<file path="src/rtl/cpu_pkg.sv">
// Shared constants for the adding-machine CPU: field widths, opcodes and
// control-unit state encodings.
package cpu_pkg;

    localparam int OPC_W  = 2;
    localparam int ADDR_W = 6;
    localparam int ST_W   = 4;

    localparam logic [OPC_W-1:0] OP_ADD = 2'b00;
    localparam logic [OPC_W-1:0] OP_STA = 2'b01;
    localparam logic [OPC_W-1:0] OP_JMP = 2'b10;
    localparam logic [OPC_W-1:0] OP_HLT = 2'b11;

    localparam logic [ST_W-1:0] S_INIT = 4'd0;
    localparam logic [ST_W-1:0] S_IDLE = 4'd1;
    localparam logic [ST_W-1:0] S_F1   = 4'd2;
    localparam logic [ST_W-1:0] S_F2   = 4'd3;
    localparam logic [ST_W-1:0] S_DEC  = 4'd4;
    localparam logic [ST_W-1:0] S_A1   = 4'd5;
    localparam logic [ST_W-1:0] S_A2   = 4'd6;
    localparam logic [ST_W-1:0] S_S1   = 4'd7;
    localparam logic [ST_W-1:0] S_S2   = 4'd8;
    localparam logic [ST_W-1:0] S_JMP  = 4'd9;
    localparam logic [ST_W-1:0] S_HALT = 4'd10;

endpackage

</file>
<file path="src/rtl/control_unit.sv">
// Instruction-sequencing FSM for the adding-machine CPU. Walks
// fetch -> decode -> execute and drives the PC, MAR, IR, memory and AC
// strobes. Strobes are a pure decode of the state register, with the IR,
// PC-increment and AC loads additionally gated by mem_ready.
module control_unit #(
    parameter int OPC_W = 2,
    parameter int ST_W  = 4
) (
    input  logic            clk,
    input  logic            rst,
    input  logic            start,
    input  logic [OPC_W-1:0] ir_opcode,
    input  logic            mem_ready,
    output logic            clr_pc,
    output logic            inc_pc,
    output logic            ld_pc,
    output logic            ld_mar,
    output logic            mar_sel,
    output logic            mem_rd,
    output logic            mem_wr,
    output logic            ld_ir,
    output logic            clr_ac,
    output logic            ld_ac,
    output logic            halted,
    output logic [ST_W-1:0] state_dbg
);

    import cpu_pkg::OP_ADD;
    import cpu_pkg::OP_STA;
    import cpu_pkg::OP_JMP;
    import cpu_pkg::OP_HLT;
    import cpu_pkg::S_INIT;
    import cpu_pkg::S_IDLE;
    import cpu_pkg::S_F1;
    import cpu_pkg::S_F2;
    import cpu_pkg::S_DEC;
    import cpu_pkg::S_A1;
    import cpu_pkg::S_A2;
    import cpu_pkg::S_S1;
    import cpu_pkg::S_S2;
    import cpu_pkg::S_JMP;
    import cpu_pkg::S_HALT;

    logic [ST_W-1:0] state;
    logic [ST_W-1:0] state_nxt;

    assign state_dbg = state;

    // State register; reset forces INIT without waiting for a clock edge.
    always_ff @(posedge clk or posedge rst) begin
        if (rst) begin
            state <= S_INIT;
        end else begin
            state <= state_nxt;
        end
    end

    // Next-state logic; memory states hold until mem_ready, HALT only exits via rst.
    always_comb begin
        state_nxt = S_INIT;
        case (state)
            S_INIT: state_nxt = S_IDLE;
            S_IDLE: state_nxt = start ? S_F1 : S_IDLE;
            S_F1:   state_nxt = S_F2;
            S_F2:   state_nxt = mem_ready ? S_DEC : S_F2;
            S_DEC: begin
                case (ir_opcode)
                    OP_ADD:  state_nxt = S_A1;
                    OP_STA:  state_nxt = S_S1;
                    OP_JMP:  state_nxt = S_JMP;
                    OP_HLT:  state_nxt = S_HALT;
                    default: state_nxt = S_INIT;
                endcase
            end
            S_A1:   state_nxt = S_A2;
            S_A2:   state_nxt = mem_ready ? S_F1 : S_A2;
            S_S1:   state_nxt = S_S2;
            S_S2:   state_nxt = mem_ready ? S_F1 : S_S2;
            S_JMP:  state_nxt = S_F1;
            S_HALT: state_nxt = S_HALT;
            default: state_nxt = S_INIT;
        endcase
    end

    // Output decode; unused encodings leave every strobe low.
    always_comb begin
        clr_pc  = 1'b0;
        inc_pc  = 1'b0;
        ld_pc   = 1'b0;
        ld_mar  = 1'b0;
        mar_sel = 1'b0;
        mem_rd  = 1'b0;
        mem_wr  = 1'b0;
        ld_ir   = 1'b0;
        clr_ac  = 1'b0;
        ld_ac   = 1'b0;
        halted  = 1'b0;
        case (state)
            S_INIT: begin
                clr_pc = 1'b1;
                clr_ac = 1'b1;
            end
            S_F1: ld_mar = 1'b1;
            S_F2: begin
                mem_rd = 1'b1;
                ld_ir  = mem_ready;
                inc_pc = mem_ready;
            end
            S_A1, S_S1: begin
                ld_mar  = 1'b1;
                mar_sel = 1'b1;
            end
            S_A2: begin
                mem_rd = 1'b1;
                ld_ac  = mem_ready;
            end
            S_S2:   mem_wr = 1'b1;
            S_JMP:  ld_pc  = 1'b1;
            S_HALT: halted = 1'b1;
            default: ;
        endcase
    end

endmodule

</file>
<file path="config.mk">
export PLATFORM = sky130hd
export DESIGN_NAME = control_unit
export DESIGN_NICKNAME = d
export VERILOG_FILES = /design/src/rtl/cpu_pkg.sv /design/src/rtl/control_unit.sv
export SDC_FILE = /design/constraint.sdc
export NUM_CORES = 1
export LEC_CHECK = 0
export ABC_AREA = 1
export CAP_MARGIN = 0
export CORE_UTILIZATION = 25
export DETAILED_ROUTE_END_ITERATION = 7
export MAX_ROUTING_LAYER = met4
export SYNTH_ARGS = -nofsm -noshare
export SYNTH_HDL_FRONTEND = slang
export SYNTH_SLANG_ARGS = --single-unit
export TNS_END_PERCENT = 5
</file>
<file path="constraint.sdc">
create_clock -name clk -period 3 [get_ports clk]
set_input_delay 0.3 -clock clk [delete_from_list [all_inputs] [get_ports clk]]
set_output_delay 0.3 -clock clk [all_outputs]
set_load 0.02 [all_outputs]
</file>
### Yosys cells after proc, flatten, opt, wreduce, memory -nomap -nowiden

Index checks and enable logic that the tools add are counted.

* register bits: 4
* bits in writable memories: 0
* word-level logic and storage cells: 34
* ROM bits: 0
* output and inout bits: 15
* memories kept: 0
* bits in latches: 0

* bitwise gates (word level): 0
* $add $sub $neg: 0
* multipliers: 0
* shift-type cells: 0
* divide/modulo/power cells: 0
* reductions and logical operators: 5
* magnitude comparators: 0
* eq/ne operators: 13
* multiplexer cells: 15

Operators by type and width (count)
* one-hot mux 4 bit (11 select lines): 1
* == test 4 x 3 -> 1 bit, second input constant: 4
* one-hot mux 4 bit (4 select lines): 1
* == test 4 bit, second input constant: 3
* two-way mux 1 bit: 9
* == test 4 x 2 -> 1 bit, second input constant: 2
* two-way mux 3 bit: 2
* == test 2 bit, second input constant: 2
* == test 4 x 1 -> 1 bit, second input constant: 1
* logical NOT 4 bit: 1
* two-way mux 4 bit: 1
* OR reduction 2 bit: 2
* OR reduction 3 bit: 1
* == test 2 x 1 -> 1 bit, second input constant: 1
* logical NOT 2 bit: 1
* two-way mux 2 bit: 1

### Depth between registers and ports, before layout

Gate-level depths: netlist (run 1).

* depth after elaboration: 3
* depth in mapped cells: 6

### Least setup slack after synthesis (run 1)

No wires, ideal clock.

* kind: register -> output
* start: register state[0], in the netlist state_dbg[0]
* end: output clr_pc
* arrival: 1.255 ns
* stages on the path, launching flop included: 5
* setup slack: 1.445 ns
* data required time: 2.700 ns
* cell sequence: dfrtp_1 > inv_2 > nand2_2 > nor2_1 > buf_4

* cells in the longest elaborated chain, start to end: 2

Ends and longest elaborated chain
* start: declaration: RTL line control_unit.sv:44 `logic [ST_W-1:0] state;`
* start signal: assignment: RTL line control_unit.sv:54 `state <= state_nxt;`
* logical NOT 4 bit
* two-way mux 1 bit
* end: declaration: RTL line control_unit.sv:14 `output logic clr_pc,`

No other way between the ends.

### Worst setup path in the final report (run 1)

* start: register state[0], in the netlist state_dbg[0]
* end: output mem_rd

* cells in the longest elaborated chain, start to end: 3

Ends and longest elaborated chain
* == test 4 x 3 -> 1 bit or == test 4 x 2 -> 1 bit (tied branches): RTL line control_unit.sv:98 `case (state)`
* OR reduction 2 bit (no line) (*)
* two-way mux 1 bit (*): RTL line control_unit.sv:98
* end: declaration: RTL line control_unit.sv:19 `output logic mem_rd,`

Every way passes the cells marked *; elsewhere a longest branch is shown, timed or not.

==> results.sh, run 1 <==
export IMPL_core_rowCount=13
export IMPL_yosysUniqueCellTypes=16
export IMPL_p_leak_nw=0.279
export IMPL_utilization=0.446
export IMPL_grt_util_all_layers=0.152
export IMPL_floorplan_die_height_um=40.4
export IMPL_hold_viol_final=0
export IMPL_r2r_start="state_dbg[1]"
export IMPL_overflow=0
export IMPL_ys_seq_area_frac=0.272
export IMPL_first_iter_violations=13
export IMPL_regToRegEndpoint="state_dbg[1]"
export IMPL_grt_max_degree=9
export IMPL_critical_path_startpoint="state_dbg[0]"
export IMPL_tns_ps=0
export IMPL_cts_resized=0
export IMPL_die_area_um2=1630
export IMPL_boundaryPins=21
export IMPL_cts_buffer_depth=2
export IMPL_routedWlPerCell_um=9.89
export IMPL_htree_num_levels=1
export IMPL_synth_area_per_cell_um2=5.84
export IMPL_wl_um=979
export IMPL_fin_nets=92
export IMPL_drc=0
export IMPL_vias_per_cell=4.57
export IMPL_r2r_cells=6
export IMPL_numCtsBuffers=3
export IMPL_syn_num_nets=69
export IMPL_p_per_area_nw_per_um2=1170
export IMPL_antenna_found_initial=0
export IMPL_end_kind="primary output"
export IMPL_cap_viol_max_count=0
export IMPL_max_freq_mhz=481
export IMPL_p_total_uw=698
export IMPL_period_minus_slack_ps=2080
export IMPL_power_switching_uw=359
export IMPL_fin_crit_sh=0.694
export IMPL_layout_drive_gt1_share=0.119
export IMPL_cp_start_kind="flip-flop"
export IMPL_clkLatencyLatePin_ps=240
export IMPL_netSwitchingFraction=0.515
export IMPL_setup_viol=0
export IMPL_largest_reg_flops=4
export IMPL_cp_endpoint="mem_rd"
export IMPL_cts_tree="yes"
export IMPL_outcome="finished, final reports clean"
export IMPL_critPathBufInv=3
export IMPL_p_int_uw=339
export IMPL_first_global_vias=387
export IMPL_ys_warn_count=0
export IMPL_seqPwrFrac=0.174
export IMPL_fin_worst_skew_ps=6.32
export IMPL_synthCells=63
export IMPL_reg2reg_slack_ps=1890
export IMPL_report_final_slew_viol_count=0
export IMPL_rsz0062_at_grt="false"
export IMPL_core_um2=1330
export IMPL_antenna_cells=0
export IMPL_relSlewSlack=0.821
export IMPL_via_count=452
export IMPL_syn_to_final_growth_pct=61.6
export IMPL_cp_top_family="buffers and inverters"
export IMPL_path_class="flip-flop to primary output"
export IMPL_cp_depth=6
export IMPL_slowest_stage="clkdlybuf4s50_1"
export IMPL_combPwrFrac=0.729
export IMPL_start_util=0.276
export IMPL_hpwl_um=796
export IMPL_path_cells="inv_2 -> nand2_1 -> nor2_1 -> inv_1 -> o21ai_0 -> clkdlybuf4s50_1"
export IMPL_hold_class="input port to asynchronous set/reset pin"
export IMPL_postCtsSetupBuffers=0
export IMPL_place_congestion=0.817
export IMPL_critPathRequiredTime_ps=2700
export IMPL_ir_drop_uv=660
export IMPL_power_clock_fraction=0.097
export IMPL_crit_fanout=8
export IMPL_crit_arrival_ps=1780
export IMPL_worstMarginPinSlew_ps=269
export IMPL_drt_pass1_iter_count=4
export IMPL_synth_seq_cells=4
export IMPL_cts_sinks=4
export IMPL_clkSlewWorstSetupHoldPaths_ps=40
export IMPL_root_buffer="clkbuf_4"
export IMPL_grt_pass1_wl_um=1520
export IMPL_cp_slowest_stage_delay_ps=620
export IMPL_syn_area_um2=368
export IMPL_hold_buffers=0
export IMPL_port_buffers=20
export IMPL_fp_dieW_um=40.4
export IMPL_drtAntennaViolNets=0
## logic make-up (layout without fill, tap and decap cells)
family / Yosys count / in the layout / synth area share
flops: 4 / 4 / 0.272
simple gates: 42 / 42 / 0.514
buf+inv: 13 / 34 / 0.153
compound gates: 4 / 4 / 0.0612
## stage by stage
stage / hold slack, ps / std cells / cell area, um^2 / setup WS (ps)
6_report: 244 / 99 / 594 / 919
5_1_grt: 257 / 99 / 594 / 781
4_1_cts: 243 / 99 / 594 / 918
3_5_place_dp: 492 / 96 / 572 / 1100
3_3_place_gp: 492 / 96 / 572 / 1120
2_1_floorplan: 66.1 / 63 / 368 / 1440
## synthesized netlist by cell type, drive strengths merged
cell type	count	area share
nand3	5	0.082
nor2	15	0.17
nand4	2	0.034
nor3	1	0.014
inv	11	0.11
o21ai	2	0.027
dfrtp	4	0.27
o211ai	1	0.020
buf	2	0.041
a21oi	1	0.014
nand3b	1	0.020
nand2	18	0.20
## how the worst min path moves through the flow
stage          start            to  slack (ps)  cells after the start
5_1_grt          rst  state_dbg[3]         260                      2
3_5_place_dp     rst  state_dbg[2]         490                      2
6_report         rst  state_dbg[3]         240                      2
4_1_cts          rst  state_dbg[2]         240                      2
3_3_place_gp     rst  state_dbg[0]         490                      2
2_1_floorplan    rst  state_dbg[0]          70                      1
## power by group through the flow
stage                     registers [mW]  clock network, mW  logic (mW)
final                              0.122             0.0677       0.509
after global routing               0.126             0.0734       0.562
after CTS                          0.121             0.0696       0.512
after detailed placement           0.122                  0       0.511
after global placement             0.122                  0       0.513
after floorplan                    0.148                  0       0.288
## layout by cell type (no fill, tap or decap), types with 2 or more instances in the layout
master and instances:
nor2_1 13, inv_1 9, nand3_1 4, nand4_1 2, inv_2 2, dfrtp_1 4
nand2_1 16, nor2_2 2, o21ai_0 2, clkbuf_4 3, nand2_2 2, clkdlybuf4s50_1 20
## per-layer routing
layer / global-route usage / wire [um] / vias up / part of all wire
met5: - / 0 / - / 0
met4: 0.0750 / 0 / 0 / 0
met3: 0.0500 / 81 / 0 / 0.083
met2: 0.238 / 455 / 23 / 0.46
met1: 0.170 / 442 / 191 / 0.45
li1: - / - / 238 / -
## area by class of cell
cell class / count / area [um^2]
inverters: 11 / 41.3
repair buffers: 20 / 200
fillers: 148 / 739
well taps: 15 / 18.8
flip-flops and latches: 4 / 100
multi-input cells: 46 / 211
clock buffers: 3 / 22.5
No activity file was read; power rests on OpenSTA's default activity.
==> run 2: changes to the inputs <==
==> constraint.sdc (replaced) <==
create_clock -name clk -period 2.05 [get_ports clk]
set_input_delay 0.205 -clock clk [delete_from_list [all_inputs] [get_ports clk]]
set_output_delay 0.205 -clock clk [all_outputs]
set_load 0.02 [all_outputs]
==> run 2 against run 1 <==
Worst hold slack worse by 89 ps. First-iteration DRC count down 54%. Via count up 0.66%. Sequential power up 46%. Wire length up 5.7%. Final cell count up 1.0%. Combinational power up 51%. Register-to-register slack worse by 940 ps. Critical path type unchanged.
==> results.sh, run 2 (synthesis gave the netlist of run 1 again) <==
export IMPL_outcome="finished, final reports clean"
export IMPL_post_place_cells=97
export IMPL_routedWlPerCell_um=10.4
export IMPL_slowest_stage="clkdlybuf4s50_1"
export IMPL_fin_worst_skew_ps=14.0
export IMPL_crit_fanout=4
export IMPL_netSwitchingFraction=0.514
export IMPL_fin_cells=100
export IMPL_drtAntennaViolNets=0
export IMPL_numCtsBuffers=3
export IMPL_place_congestion=0.838
export IMPL_grt_max_degree=9
export IMPL_syn_to_final_growth_pct=66.3
export IMPL_hold_viol_final=0
export IMPL_fp_dieW_um=40.4
export IMPL_end_kind="primary output"
export IMPL_cts_tree="yes"
export IMPL_port_buffers=20
export IMPL_path_cells="inv_1 -> nand2_1 -> nor3_1 -> clkdlybuf4s50_1"
export IMPL_crit_arrival_ps=1680
export IMPL_postCtsSetupBuffers=0
export IMPL_setup_viol=0
export IMPL_fin_crit_sh=0.922
export IMPL_power_clock_fraction=0.097
export IMPL_clkSlewWorstSetupHoldPaths_ps=50
export IMPL_root_buffer="clkbuf_4"
export IMPL_final_cell_mix="nand2_1, clkdlybuf4s50_1, nor2_1"
export IMPL_first_global_vias=408
export IMPL_ir_drop_uv=889
export IMPL_floorplan_die_height_um=40.4
export IMPL_combPwrFrac=0.733
export IMPL_via_count=455
export IMPL_cts_sinks=4
export IMPL_layout_drive_gt1_share=0.129
export IMPL_hpwl_um=817
export IMPL_boundaryPins=21
export IMPL_critPathRequiredTime_ps=1850
export IMPL_cp_start_kind="flip-flop"
export IMPL_cts_buffer_depth=2
export IMPL_period_minus_slack_ps=1890
export IMPL_htree_num_levels=1
export IMPL_path_class="flip-flop to primary output"
export IMPL_drc=0
export IMPL_seqPwrFrac=0.170
export IMPL_antenna_found_initial=0
export IMPL_fin_nets=93
export IMPL_cp_top_family="buffers and inverters"
export IMPL_wl_um=1040
export IMPL_die_area_um2=1630
export IMPL_start_util=0.276
export IMPL_first_iter_violations=6
export IMPL_power_switching_uw=538
export IMPL_critPathBufInv=2
export IMPL_core_rowCount=13
export IMPL_antenna_cells=0
export IMPL_tns_ps=0
export IMPL_p_int_uw=509
export IMPL_worstMarginPinSlew_ps=251
export IMPL_grt_util_all_layers=0.171
export IMPL_largest_reg_flops=4
export IMPL_rsz0062_at_grt="false"
export IMPL_fill_cells=147
export IMPL_core_um2=1330
export IMPL_hold_buffers=0
export IMPL_hold_class="input port to asynchronous set/reset pin"
export IMPL_clkLatencyLatePin_ps=240
export IMPL_p_leak_nw=0.351
export IMPL_overflow=0
export IMPL_cts_resized=0
export IMPL_report_final_slew_viol_count=0
export IMPL_relSlewSlack=0.833
export IMPL_vias_per_cell=4.55
export IMPL_cp_slowest_stage_delay_ps=640
export IMPL_p_per_area_nw_per_um2=1710
export IMPL_max_freq_mhz=529
export IMPL_grt_pass1_wl_um=1780
export IMPL_cap_viol_max_count=0
export IMPL_drt_pass1_iter_count=4
## run 2: cell types whose count changed in the layout (fill, tap and decap cells not counted)
cell | previous run | this run
clkdlybuf4s50_1 | 20 | 16
dlymetal6s2s_1 | 0 | 4
buf_4 | 0 | 1
## run 2: power by group through the flow
stage | Clock [mW] | Sequential, mW | Combinational (mW)
after floorplan | 0 | 0.216 | 0.422
after global placement | 0 | 0.176 | 0.776
after detailed placement | 0 | 0.178 | 0.775
after CTS | 0.105 | 0.179 | 0.776
after global routing | 0.113 | 0.189 | 0.849
final | 0.101 | 0.178 | 0.768
## run 2: final timing paths
path                                 to  cells after the start  slack (ps)         start
max in group asynchronous  state_dbg[0]                      2        1720           rst
setup reg to reg           state_dbg[1]                      6         950  state_dbg[2]
setup / recovery                  ld_pc                      4         160  state_dbg[2]
min in group clk           state_dbg[0]                      4         630  ir_opcode[0]
hold reg to reg            state_dbg[1]                      2         730  state_dbg[1]
hold / removal             state_dbg[3]                      2         150           rst
## run 2: final cells by class
cell class	count	area, um^2	share of cell area
clock buffers	3	22.5	0.0368
inverters	11	41.3	0.0675
multi-input cells	46	211	0.346
flip-flops and latches	4	100	0.164
well taps	15	18.8	0.0307
repair buffers	21	218	0.356
## run 2: metal layers
| layer | GRT usage | share of wire | wire (um) | up-vias |
|---|---|---|---|---|
| li1 | - | - | - | 240 |
| met1 | 0.205 | 0.47 | 485 | 198 |
| met2 | 0.286 | 0.48 | 494 | 17 |
| met3 | 0.0500 | 0.053 | 55 | 0 |
| met4 | 0.0250 | 0 | 0 | 0 |
| met5 | - | 0 | 0 | - |
## run 2: metrics by stage
stage | utilization | setup WS (ps) | hold WS [ps] | area (um^2) | power, mW
after floorplan | - | 590 | -28.9 | 368 | 0.638
after global placement | 0.434 | 312 | 397 | 579 | 0.952
final | 0.459 | 160 | 155 | 612 | 1.05
after global routing | 0.459 | 10.2 | 165 | 612 | 1.15
after detailed placement | 0.434 | 318 | 404 | 579 | 0.953
after CTS | 0.451 | 57.7 | 155 | 602 | 1.06
